File: config.mk
export PLATFORM = sky130hd
export DESIGN_NAME = snn_mem_load_ctrl
export DESIGN_NICKNAME = d
export VERILOG_FILES = /design/src/rtl/snn_mem_ctrl_pkg.sv /design/src/rtl/snn_mem_load_ctrl.sv
export SDC_FILE = /design/constraint.sdc
export NUM_CORES = 1
export LEC_CHECK = 0
export ABC_AREA = 1
export CORE_AREA = 2 2 75 94
export CTS_CLUSTER_SIZE = 28
export DETAILED_ROUTE_END_ITERATION = 8
export DIE_AREA = 0 0 77 96
export PLACE_DENSITY = 0.74
export SETUP_SLACK_MARGIN = 0.2
export SYNTH_ARGS = -nofsm -noshare
export SYNTH_HDL_FRONTEND = slang
export SYNTH_SLANG_ARGS = --single-unit
File: constraint.sdc
create_clock -name clk -period 1.3 [get_ports clk]
set_input_delay 0.13 -clock clk [delete_from_list [all_inputs] [get_ports clk]]
set_output_delay 0.13 -clock clk [all_outputs]
set_load 0.01 [all_outputs]
File: src/rtl/snn_mem_ctrl_pkg.sv
// Shared opcodes, FSM state encoding and LEN width for the SNN memory load controller.
// SNN_MEM_CTRL_READBACK_EN adds the read-back states.
package snn_mem_ctrl_pkg;

    localparam int unsigned LEN_W = 8;

    localparam logic [7:0] OP_WRITE = 8'h01;
    localparam logic [7:0] OP_READ  = 8'h02;
    localparam logic [7:0] OP_CLR   = 8'h0F;

    typedef enum logic [2:0] {
        IDLE,
        HDR_AH,
        HDR_AL,
        HDR_LEN,
        WR_DATA
`ifdef SNN_MEM_CTRL_READBACK_EN
        ,
        RD_ISSUE,
        RD_WAIT
`endif
    } state_t;

endpackage

File: src/rtl/snn_mem_load_ctrl.sv
// Byte-stream framed command decoder that writes (and optionally reads back) the SNN weight memory.
// Read-back path is built only when SNN_MEM_CTRL_READBACK_EN is defined.
module snn_mem_load_ctrl
    import snn_mem_ctrl_pkg::*;
#(
    parameter int unsigned M  = 320,
    parameter int unsigned N  = 8,
    parameter int unsigned AW = $clog2(M)
) (
    input  logic          clk,
    input  logic          reset,
    input  logic [7:0]    in_data,
    input  logic          in_valid,
    output logic          in_ready,
    output logic [7:0]    out_data,
    output logic          out_valid,
    input  logic          out_ready,
    output logic [AW-1:0] mem_addr,
    output logic [N-1:0]  mem_wdata,
    output logic          mem_we,
    input  logic [N-1:0]  mem_rdata,
    output logic          busy,
    output logic          err,
    output logic          load_done
);

    // 16-bit header address plus up to 255 increments needs one extra bit.
    localparam int unsigned CAW = 17;

    if (N != 8) begin : g_bad_width
        $error("snn_mem_load_ctrl: N must be 8");
    end

    state_t           state;
    logic [7:0]       addr_hi;
    logic [CAW-1:0]   cur_addr;
    logic [LEN_W-1:0] cnt;
    logic             accept_c;
    logic             in_rng_c;
    logic             err_set_c;
    logic             err_clr_c;

    assign accept_c = in_valid & in_ready;
    assign in_rng_c = cur_addr < CAW'(M);
    assign busy     = (state != IDLE);

`ifdef SNN_MEM_CTRL_READBACK_EN
    logic is_rd;
`else
    logic unused_rd;
    assign unused_rd = ^{mem_rdata, out_ready};
    assign out_data  = '0;
    assign out_valid = 1'b0;
`endif

    // Error events; a set in the same cycle as a clear wins.
    always_comb begin
        err_set_c = 1'b0;
        err_clr_c = 1'b0;
        case (state)
            IDLE: begin
                if (accept_c) begin
                    if (in_data == OP_CLR) begin
                        err_clr_c = 1'b1;
                    end else if (in_data != OP_WRITE
`ifdef SNN_MEM_CTRL_READBACK_EN
                                 && in_data != OP_READ
`endif
                                ) begin
                        err_set_c = 1'b1;
                    end
                end
            end
            HDR_LEN, WR_DATA: begin
                if (accept_c && !in_rng_c) err_set_c = 1'b1;
            end
`ifdef SNN_MEM_CTRL_READBACK_EN
            RD_ISSUE: begin
                if (!in_rng_c) err_set_c = 1'b1;
            end
`endif
            default: ;
        endcase
    end

    always_ff @(posedge clk) begin
        if (reset) begin
            state     <= IDLE;
            addr_hi   <= '0;
            cur_addr  <= '0;
            cnt       <= '0;
            in_ready  <= 1'b0;
            mem_addr  <= '0;
            mem_wdata <= '0;
            mem_we    <= 1'b0;
            err       <= 1'b0;
            load_done <= 1'b0;
`ifdef SNN_MEM_CTRL_READBACK_EN
            is_rd     <= 1'b0;
            out_data  <= '0;
            out_valid <= 1'b0;
`endif
        end else begin
            mem_we    <= 1'b0;
            load_done <= 1'b0;
            in_ready  <= 1'b1;
            err       <= (err & ~err_clr_c) | err_set_c;
            case (state)
                IDLE: begin
                    if (accept_c) begin
                        if (in_data == OP_WRITE) begin
`ifdef SNN_MEM_CTRL_READBACK_EN
                            is_rd <= 1'b0;
`endif
                            state <= HDR_AH;
                        end
`ifdef SNN_MEM_CTRL_READBACK_EN
                        else if (in_data == OP_READ) begin
                            is_rd <= 1'b1;
                            state <= HDR_AH;
                        end
`endif
                    end
                end
                HDR_AH: begin
                    if (accept_c) begin
                        addr_hi <= in_data;
                        state   <= HDR_AL;
                    end
                end
                HDR_AL: begin
                    if (accept_c) begin
                        cur_addr <= CAW'({addr_hi, in_data});
                        state    <= HDR_LEN;
                    end
                end
                HDR_LEN: begin
                    if (accept_c) begin
                        cnt <= in_data;
`ifdef SNN_MEM_CTRL_READBACK_EN
                        if (is_rd) begin
                            mem_addr <= AW'(cur_addr);
                            in_ready <= 1'b0;
                            state    <= RD_ISSUE;
                        end else begin
                            state <= WR_DATA;
                        end
`else
                        state <= WR_DATA;
`endif
                    end
                end
                WR_DATA: begin
                    if (accept_c) begin
                        if (in_rng_c) begin
                            mem_we    <= 1'b1;
                            mem_addr  <= AW'(cur_addr);
                            mem_wdata <= in_data;
                        end
                        cur_addr <= cur_addr + CAW'(1);
                        if (cnt == '0) begin
                            load_done <= 1'b1;
                            state     <= IDLE;
                        end else begin
                            cnt <= cnt - LEN_W'(1);
                        end
                    end
                end
`ifdef SNN_MEM_CTRL_READBACK_EN
                RD_ISSUE: begin
                    out_data  <= in_rng_c ? mem_rdata : 8'h00;
                    out_valid <= 1'b1;
                    in_ready  <= 1'b0;
                    state     <= RD_WAIT;
                end
                RD_WAIT: begin
                    in_ready <= 1'b0;
                    if (out_ready) begin
                        out_valid <= 1'b0;
                        cur_addr  <= cur_addr + CAW'(1);
                        mem_addr  <= AW'(cur_addr + CAW'(1));
                        if (cnt == '0) begin
                            in_ready <= 1'b1;
                            state    <= IDLE;
                        end else begin
                            cnt   <= cnt - LEN_W'(1);
                            state <= RD_ISSUE;
                        end
                    end
                end
`endif
                default: state <= IDLE;
            endcase
        end
    end

endmodule

* After elaboration in Yosys (flattened, before gate mapping)
Index checks and enable logic that the tools add are counted.
** Cells by class
- Order comparisons :: 1
- Eq/ne operators :: 15
- Add/sub/neg operators :: 2
- Reduce and logical (&&, ||, !) cells :: 14
- Shift-type cells :: 0
- $mul :: 0
- Muxes and demuxes :: 26
- Bitwise gates (word level) :: 6
- Divide/modulo/power cells :: 0
** Operators with widths (number)
- 2-to-1 mux 17 bit :: 2
- case mux 17 bit (2 select lines) :: 1
- 2-to-1 mux 8 bit :: 3
- 2-to-1 mux 3 bit :: 7
- adder 17 x 1 -> 17 bit (second input constant) :: 1
- < comparator 17 x 9 -> 1 bit (second input constant) :: 1
- != test 2 bit (second input constant) :: 8
- case mux 8 bit (2 select lines) :: 1
- case mux 3 bit (5 select lines) :: 1
- 2-to-1 mux 1 bit :: 10
- == test 8 x 1 -> 1 bit (second input constant) :: 1
- == test 8 x 4 -> 1 bit (second input constant) :: 1
- zero test 8 bit :: 1
- != test 8 x 1 -> 1 bit (second input constant) :: 1
- subtractor 8 x 1 -> 8 bit (second input constant) :: 1
- AND reduction 7 bit :: 1
- == test 3 x 2 -> 1 bit (second input constant) :: 2
- AND reduction 3 bit :: 2
- AND reduction 4 bit :: 1
- nonzero test 2 bit :: 2
- == test 3 x 1 -> 1 bit (second input constant) :: 1
- == test 3 bit (second input constant) :: 1
- zero test 3 bit :: 1
- NOT 1 bit :: 3
- other kinds (9) :: 10
** Word-level totals
- Memory bits (writable) :: 0
- Input port bits :: 20
- Output and inout bits :: 31
- Memories kept :: 0
- Bits in registers :: 57
- Word-level logic and storage cells :: 74
- Bits in read-only memories :: 0
- Bits in latches :: 0

* Longest topological paths before layout
Gate-level depths: netlist of run 1.
- Depth after elaboration :: 7
- Gate-level depth with buffers :: 10
- Depth with buffers taken out :: 9

* Least setup slack after synthesis of run 1
OpenSTA, ideal clock, no wires.
- Kind :: register -> register
- Start :: reg cnt[0]
- End :: reg cnt[6]
- Data arrival time :: 1241 ps
- Data required time :: 1187 ps
- Buffers on the path :: 1
- Slack :: -53 ps
- Stages on the path, launching flop included :: 11
- Setup time :: 113 ps
- Period minus slack after synthesis :: 1353 ps
- Cells stage by stage :: dfxtp_1 inv_1 ha_1 nand3_1 o21ai_4 nand2_4 nand2_2 buf_6 nand2_1 nand2_1 nor2_1
** On the way
- Word-level cells in the longest chain between the ends :: 4
- Elaborated cells between the ends (all ways) :: 7
- Those cells by class :: add/sub (1); eq/ne (1); mux (3); reduce/logical (2)
** Ends and longest elaborated chain
- start: declaration :: line snn_mem_load_ctrl.sv:37 : logic [LEN_W-1:0] cnt;
- start signal: assignment :: line snn_mem_load_ctrl.sv:139 : cnt <= in_data;
- start signal: assignment :: line snn_mem_load_ctrl.sv:165 : cnt <= cnt - LEN_W'(1);
- subtractor 8 x 1 -> 8 bit :: line snn_mem_load_ctrl.sv:165
- 2-to-1 mux 8 bit :: line snn_mem_load_ctrl.sv:161 : if (cnt == '0) begin
- 2-to-1 mux 8 bit :: line snn_mem_load_ctrl.sv:154 : if (accept_c) begin
- case mux 8 bit (2 select lines) :: line snn_mem_load_ctrl.sv:108 : case (state)
Parallel ways exist; a longest one is shown, timed or not. The select of a mux whose other input is x is not followed.
A chain may end at the register's enable or synchronous reset.

* Worst setup path after layout of run 1
- Start :: reg state[1]
- End :: reg cur_addr[0]
** On the way
- Word-level cells in the longest chain between the ends :: 3
- Elaborated cells between the ends (all ways) :: 7
- Those cells by class :: eq/ne (4); mux (1); reduce/logical (2)
** Ends and longest elaborated chain
- start: declaration :: line snn_mem_load_ctrl.sv:34 : state_t state;
- start signal: assignment :: line snn_mem_load_ctrl.sv:88 : state <= IDLE;
- start signal: assignment :: line snn_mem_load_ctrl.sv:115 : state <= HDR_AH;
- start signal: assignment :: line snn_mem_load_ctrl.sv:128 : state <= HDR_AL;
- == test 3 x 2 -> 1 bit or == test 3 bit (tied branches) :: line snn_mem_load_ctrl.sv:108
- != test 2 bit (no line) or nonzero test 2 bit (tied branches)
- AND reduction 3 bit (no line)
- end signal: assignment :: line snn_mem_load_ctrl.sv:133 : cur_addr <= CAW'({addr_hi, in_data});
- end signal: assignment :: line snn_mem_load_ctrl.sv:160 : cur_addr <= cur_addr + CAW'(1);
- end: declaration :: line snn_mem_load_ctrl.sv:36 : logic [CAW-1:0] cur_addr;
Parallel ways exist; a longest one is shown, timed or not.

==> results.md, run 1 <==
- The run finished, with violations left.
- The final reports fail on negative setup slack.
- After global routing the overflow that remains totals 0.
- The time the worst path needs with I/O delays and setup is around 1.5 ns.
- The core region is between 6000 and 7000 um2.
- Setup repair after global routing could not meet its margin everywhere.
- The number of placed I/O pins is 51.
- Once detailed placement completed, the half-perimeter wirelength came to approximately 6000 um.
- The floorplan has 33 rows.
- The number of buffers and inverters on the critical path is 1.
- The worst setup path is launched from a flop.
- The initial standard-cell utilization of the core is 0.465.
- The buffer type at the clock tree root is sky130_fd_sc_hd__clkbuf_8.
- For this run, the detailed router's first-pass iteration total came to 6.
- On the critical path, the stage with the largest delay is an instance of sky130_fd_sc_hd__dfxtp_4.
- The final routed wire length divided by cell count is 19.0 um.
- The maximum fanout count along the critical path is 5.
- Summed over all layers, the routed wires come to approximately 13000 um.
- The number of different library cells used by synthesis comes to 35.
- The count of unresolved DRC violations after routing is 0.
- Once placement finished, the instance area stood at approximately 3900 um2.
- In this run the tool buffered the top-level ports with 32 buffer cells.
- Hold is met by about 0.45 ns.
- The initial antenna violation count is 0.
- The area added between synthesis and finish is 63.9%.
- The cell type with the highest occurrence count on the critical path is sky130_fd_sc_hd__nor2_4.
- The maximum ir drop on the vdd rail is around 0.00077 V.
- The die is ~96 um tall.
- A synthesized cell averages approximately 6.7 um2.
- The number of sinks handled by clock tree synthesis is 57.
- The worst setup path is captured at a flop.
- The detailed router finished its first iteration with approximately 450 violations.
- The total power divided by cell area is between 700 and 800 nW/um2.
- The final hold violation count is 0.
- The maximum clock insertion buffer count is 2.
- The width of the chip is between 70 and 80 um.
- The kind of critical path is reg2reg.
- Ranked by total cell area, the synthesized netlist is headed by sky130_fd_sc_hd__dfxtp_1 38%, sky130_fd_sc_hd__nand2_1 11%, sky130_fd_sc_hd__o21ai_0 8.7%.
- In the layout the commonest cells are 77 x sky130_fd_sc_hd__nand2_1, 60 x sky130_fd_sc_hd__buf_4, 49 x sky130_fd_sc_hd__inv_1.
- The share of layout cells above drive strength 1 is 0.396.
- In the routed layout, each cell is associated on average with a via count of 5.87.
- The detail route stage leaves a number of antenna-violating nets equal to 0.
- The count of final max-slew check failures is 0.
- Entering global routing, the biggest net connects 33 pins.
- The main flop type after synthesis is sky130_fd_sc_hd__dfxtp_1.
- Setup violations remaining at the end of the flow were counted as 48.
- The clock latency of the later-clocked register in the worst-skew pair is roughly 0.36 ns.
- The critical path required time is around 1.5 ns.
- The mapped cell area is between 3000 and 4000 um2.
- After synthesis the netlist holds a flip-flop and latch count of 57.
- In the finished design, the share of the clock period the worst path needs comes to 1.18.
- The Yosys step of the flow raised 0 warnings.
- In the final layout, the multi-input gates occupy around 2100 um2.
- Summed over all cells, the static leakage comes to 2.09 nW.
- Yosys mapped a number of flops with a built-in enable equal to 0.
- The utilization after layout is 0.763.
- Fill cells in the final layout number slightly below 400.
- The clock slew seen by the registers of the worst setup and hold paths is approximately 0.070 ns.
- The floorplan step defined a die boundary enclosing approximately 7400 um2.
- The arrival time reported for the critical path endpoint is approximately 1.8 ns.
- The CTS tree is yes.
- Max-cap violations in this run came to 0.
- Static timing analysis puts the maximum clock frequency at around 650 MHz.
- Broken down by cell family, the worst path's largest delay share belongs to simple AND/OR/NAND/NOR gates.
- In this run, placement finished with an instance count of between 600 and 700.
- The wire length of the first global-routing pass is about 17000 um.
- Traced cell by cell, the critical path runs through nor2_4 > nand2_4 > nor2_4 > buf_6 > nor2_4 > a21oi_1.
- The type of the tightest min-delay check is reg2reg.
- TritonCTS created 9 clock buffers.
- The largest total area in the synthesized netlist belongs to sky130_fd_sc_hd__dfxtp_1.
- The sequential cells in the finished layout cover a total of roughly 1200 um2.
- The H-tree depth reported by CTS is 3.
- Power comes to 3.79 mW.
- The hold buffer count at CTS is 0.
- The delay of the slowest cell on the worst path is between 0.3 and 0.4 ns.
- The area fraction of the dominant cell type after synthesis is 0.376.
- The final layout contains between 500 and 600 nets.
- The number of non-filler instances in the completed layout is 665.
- The repair_antennas step left the layout with diodes totalling 0.
- For this run, the total global-route usage over all layers was measured as 0.300.
- After layout, the worst setup slack is -0.233 ns.
- The number of global-route vias before repair is between 3k and 4k.
- The register area share after synthesis is 0.376.
- After routing the design area is 4980 um2.
- Counting flops with an async set or reset pin after synthesis yields a share of 0.
- The most common library cell in the layout ignoring fill and taps is sky130_fd_sc_hd__nand2_1.
- The number of instances in the synthesized netlist is 456.
- In this run the register-to-register setup slack is -0.23 ns.
- At the end of routability-driven placement, the weighted congestion stood at approximately 0.9.
- Detailed routing inserted a total of between 3k and 4k vias.
- The largest clock skew in the final design is between 0.015 and 0.02 ns.
-- Yosys cell counts, types with 2 or more instances --
cell type and n:
sky130_fd_sc_hd__nand2_1 89, sky130_fd_sc_hd__nand3_1 27, sky130_fd_sc_hd__a31oi_1 4, sky130_fd_sc_hd__a21oi_1 47
sky130_fd_sc_hd__clkbuf_1 4, sky130_fd_sc_hd__nor3_1 2, sky130_fd_sc_hd__buf_2 8, sky130_fd_sc_hd__xor2_1 2
sky130_fd_sc_hd__nand4_1 5, sky130_fd_sc_hd__nor2_1 53, sky130_fd_sc_hd__buf_6 2, sky130_fd_sc_hd__nand2_4 2
sky130_fd_sc_hd__nand2_2 3, sky130_fd_sc_hd__dfxtp_1 57, sky130_fd_sc_hd__buf_4 10, sky130_fd_sc_hd__o21ai_0 53
sky130_fd_sc_hd__o21ai_1 9, sky130_fd_sc_hd__ha_1 3, sky130_fd_sc_hd__nor2_4 3, sky130_fd_sc_hd__inv_1 58
-- final timing paths --
check / from / end / cells after the start
max: state[1] / cur_addr[0] / 6
min: mem_wdata[5] / mem_wdata[5] / 2
max reg2reg: state[1] / cur_addr[0] / 6
min reg2reg: mem_wdata[5] / mem_wdata[5] / 2
-- where the power goes --
| part | switching, mW | internal [mW] |
|---|---|---|
| clock | 0.796 | 0.974 |
| sequential | 0.00503 | 1.74 |
| combinational | 0.169 | 0.110 |
-- per-stage QoR --
step,setup TNS [ns],setup slack (ns)
2_1_floorplan,0,0.0352
3_5_place_dp,-7.41,-0.239
5_1_grt,-7.32,-0.294
4_1_cts,-0.887,-0.0554
6_report,-4.62,-0.233
3_3_place_gp,-5.92,-0.205
-- tightest hold or removal path: stages (launching register included) --
cell and delay (ns):
sky130_fd_sc_hd__dfxtp_1 0.31, sky130_fd_sc_hd__inv_1 0.05, sky130_fd_sc_hd__a21oi_1 0.05
-- timing repair --
action | CTS | global route
resized for setup | 102 | 108
endpoints found under the setup margin | 78 | 69
gates cloned | 7 | 1
pin swaps | 23 | 37
setup buffers | 14 | 7
-- metal layers --
layer  vias up  GRT usage  wire (um)
met3        95     0.0563       1130
met1      1807      0.322       4320
met4         0      0.167       1010
met2       294      0.558       6180
li1       1710          -          -
met5         -          0          0
-- registers in the layout, indices dropped and copies added (netlist names) --
signal / flops
cur_addr: 17
mem_addr: 9
addr_hi: 8
cnt: 8
mem_wdata: 8
state: 3
err: 1
in_ready: 1
load_done: 1
mem_we: 1
-- cell families (layout without fill, tap and decap cells) --
kind of cell,count (synthesis),count (layout),share of synthesized area
and+or+nand+nor,189,194,0.270
AOI/OAI and AO/OA,118,118,0.206
buffers and inverters,85,194,0.126
DFF,57,57,0.376
adders and majority gates,3,3,0.0124
xor gates and xnor gates,3,3,0.00865
other,1,9,0.00123
-- cell type report --
cell class	count	share of cell area
timing repair buffer	118	0.231
tap	87	0.0219
inverter	61	0.0510
clock inverter	3	0.00804
multi-input combinational	327	0.422
clock buffer	12	0.0312
sequential	57	0.235
Note: power is estimated with default switching activity, not from simulation.
==> run 2: changes to the inputs <==
- CORE_AREA: 2 2 75 94 -> 2 2 83 85
- DIE_AREA: 0 0 77 96 -> 0 0 85 87
- PLACE_DENSITY: 0.74 -> 0.75
==> run 2 against run 1 <==
Effect of this change: the flow still finishes with violations (negative setup slack); die area is essentially flat; clock-buffer cell count is the same; cell count shrank 1.7%; sequential power is essentially flat; final area shrank 6.1%.
==> results.md, run 2 (synthesis results as in run 1) <==
- The clock slew seen by the registers of the worst setup and hold paths is around 0.07 ns.
- After floorplanning, the core was divided into 30 placement rows.
- Across the VDD grid, the largest voltage drop is 0.000717 V.
- After detailed routing, the total wire length is slightly above 10000 um.
- In this run the standard cell core region covers approximately 6600 um2.
- In the final layout, the share of cells above drive strength 1 is 0.355.
- The number of DRC violations after detailed-routing iteration 0 is 284.
- The detailed-routing iteration count for the pre-antenna-repair pass is 6.
- Clock tree synthesis found a total of 57 sinks.
- In the finished design, the share of the clock period the worst path needs comes to 1.12.
- The arrival time reported for the critical path endpoint is ~1.7 ns.
- The most common library cell in the layout ignoring fill and taps is sky130_fd_sc_hd__nand2_1.
- The H-tree depth reported by CTS is 3.
- The flip-flop count of the largest register, all copies and words added is 17.
- Static timing analysis puts the maximum clock frequency at just under 700 MHz.
- The number of cells in the design after placement is about 630.
- The kind of critical path is reg2reg.
- The post-route worst setup slack is -0.153 ns.
- Power spread over the standard cell area amounts to roughly 800 nW/um2.
- The startpoint of the lowest-slack hold path is mem_addr[1].
- The final hold violation count was 0.
- In the final design database the tool counted a little under 600 nets.
- For this configuration, the core starts out at a cell density of 0.462.
- For this run, design rule violations remaining after detail routing come to 0.
- The overall fraction of global-route tracks in use is 0.274.
- In this run the horizontal extent of the chip is between 80 and 90 um.
- The area added between synthesis and finish is 53.9%.
- The area enclosed by the die boundary is between 7000 and 8000 um2.
- Summing all non-filler instances in the final layout gives an area of about 4700 um2.
- In this run the cell area measured after placement is roughly 4000 um2.
- The number of global-route vias before repair is 3439.
- Entering global routing, the biggest net connects 47 pins.
- The worst path in the final design needs a cycle of roughly 1.5 ns, including I/O delays and setup.
- Leaving out fill and tap cells, the most frequent cells in the layout are 74 x sky130_fd_sc_hd__nand2_1, 65 x sky130_fd_sc_hd__buf_4, 52 x sky130_fd_sc_hd__inv_1.
- For the worst-skew pair, the clock arrives at the later sink with an insertion delay of 0.35 ns.
- The leakage power total is around 2.1 nW.
- The number of antenna diodes in the final layout is 0.
- The quantity of I/O buffers inserted on ports is 32.
- The maximum fanout count along the critical path is 12.
- The kind of end point of the critical path is a flop.
- TritonCTS built the clock tree.
- The maximum clock insertion buffer count is 2.
- The top register by number of flip-flops is cur_addr.
- The count of nets left with antenna violations once routing finished came out at 0.
- The buffer type at the clock tree root is sky130_fd_sc_hd__clkbuf_8.
- The largest clock skew in the final design is roughly 0.0094 ns.
- Setup repair after global routing could not meet its margin everywhere.
- For this run the aggregate overflow at the end of global routing stands at 0.
- The count of final max-slew check failures is 0.
- In the final layout, the registers with the most flip-flops are cur_addr x17, mem_addr x9.
- The run finished, with violations left.
- The initial antenna violation count is 0.
- The number of clock buffers added by TritonCTS is 9.
- At the end of routability-driven placement, the weighted congestion stood at just under 0.9.
- From bottom edge to top edge, the die measures roughly 87 um.
- The detailed placement HPWL is ~6000 um.
- The final routed wire length divided by cell count is 15.9 um.
- The final reports fail on negative setup slack.
- The utilization after layout is 0.711.
- The startpoint type of the worst setup path is a flop.
- The finished layout holds between 600 and 700 standard cells, fillers aside.
- The via density per instance is 5.42.
- The worst slack on hold paths is 0.441 ns.
- Summing over every cut layer, the via total after detailed routing is 3547.
- The number of maximum-capacitance violations is 0.
- The minimum setup slack after placement is -0.340 ns.
- The path class of the tightest hold or removal check is reg2reg.
- The launching instance or port of the critical path is state[0].
- The critical path required time is 1.58 ns.
- The startpoint identified for the worst register-to-register timing path is state[0].
- The first global-routing pass estimated ~16000 um of wire.
- Setup violations remaining at the end of the flow were counted as 50.
- Pin placement for this block handled just over 50 I/O pins.
## run 2: through the flow
step                setup TNS (ns)  total power, mW
detailed placement           -9.12             2.01
finish                       -3.22             3.76
global route                 -6.53             3.85
floorplan                        0             1.90
CTS                          -1.90             3.73
global placement             -7.32             2.01
## run 2: worst max-delay path, stage by stage, from the launching register on
cell	delay [ns]
sky130_fd_sc_hd__dfxtp_4	0.36
sky130_fd_sc_hd__nor2_4	0.14
sky130_fd_sc_hd__nand2_4	0.14
sky130_fd_sc_hd__buf_8	0.18
sky130_fd_sc_hd__nor2_2	0.11
sky130_fd_sc_hd__nand3_1	0.09
sky130_fd_sc_hd__o21ai_1	0.10
sky130_fd_sc_hd__nand2_1	0.08
sky130_fd_sc_hd__a21oi_1	0.16
## run 2: final cells by class
class / instances / area, um2
clock buffer: 12 / 155
clock inverter: 4 / 51.3
fill: 466 / 1900
inverter: 61 / 236
multi-input combinational: 325 / 1900
sequential: 57 / 1170
tap: 80 / 100
timing repair buffer: 115 / 1060
## run 2: routing by layer
metal	GRT usage	up-vias	wire [um]
met5	0	-	0
met4	0.149	0	406
met3	0.0682	40	654
met2	0.487	157	5210
met1	0.299	1649	4100
li1	-	1701	-
## run 2: what timing repair did
item | 4_1_cts | 5_1_grt
endpoints found under the setup margin | 78 | 69
cloned | 2 | 2
hold buffers | 0 | 0
hold endpoints to repair | 0 | 0
gates resized for setup | 95 | 60
pin swaps | 15 | 12
buffers inserted | 6 | 3
## run 2: path summary, 6_finish.rpt
check,endpoint,slack (ns),cells after the start
max reg2reg,cur_addr[11],-0.15,8
min,mem_addr[1],0.44,2
max,cur_addr[11],-0.15,8
min reg2reg,mem_addr[1],0.44,2
## run 2: power breakdown
group	switching (mW)	leakage, nW	internal [mW]	total (mW)
sequential	0.00534	0.467	1.74	1.75
clock	0.772	0.103	0.990	1.76
combinational	0.143	1.49	0.104	0.247
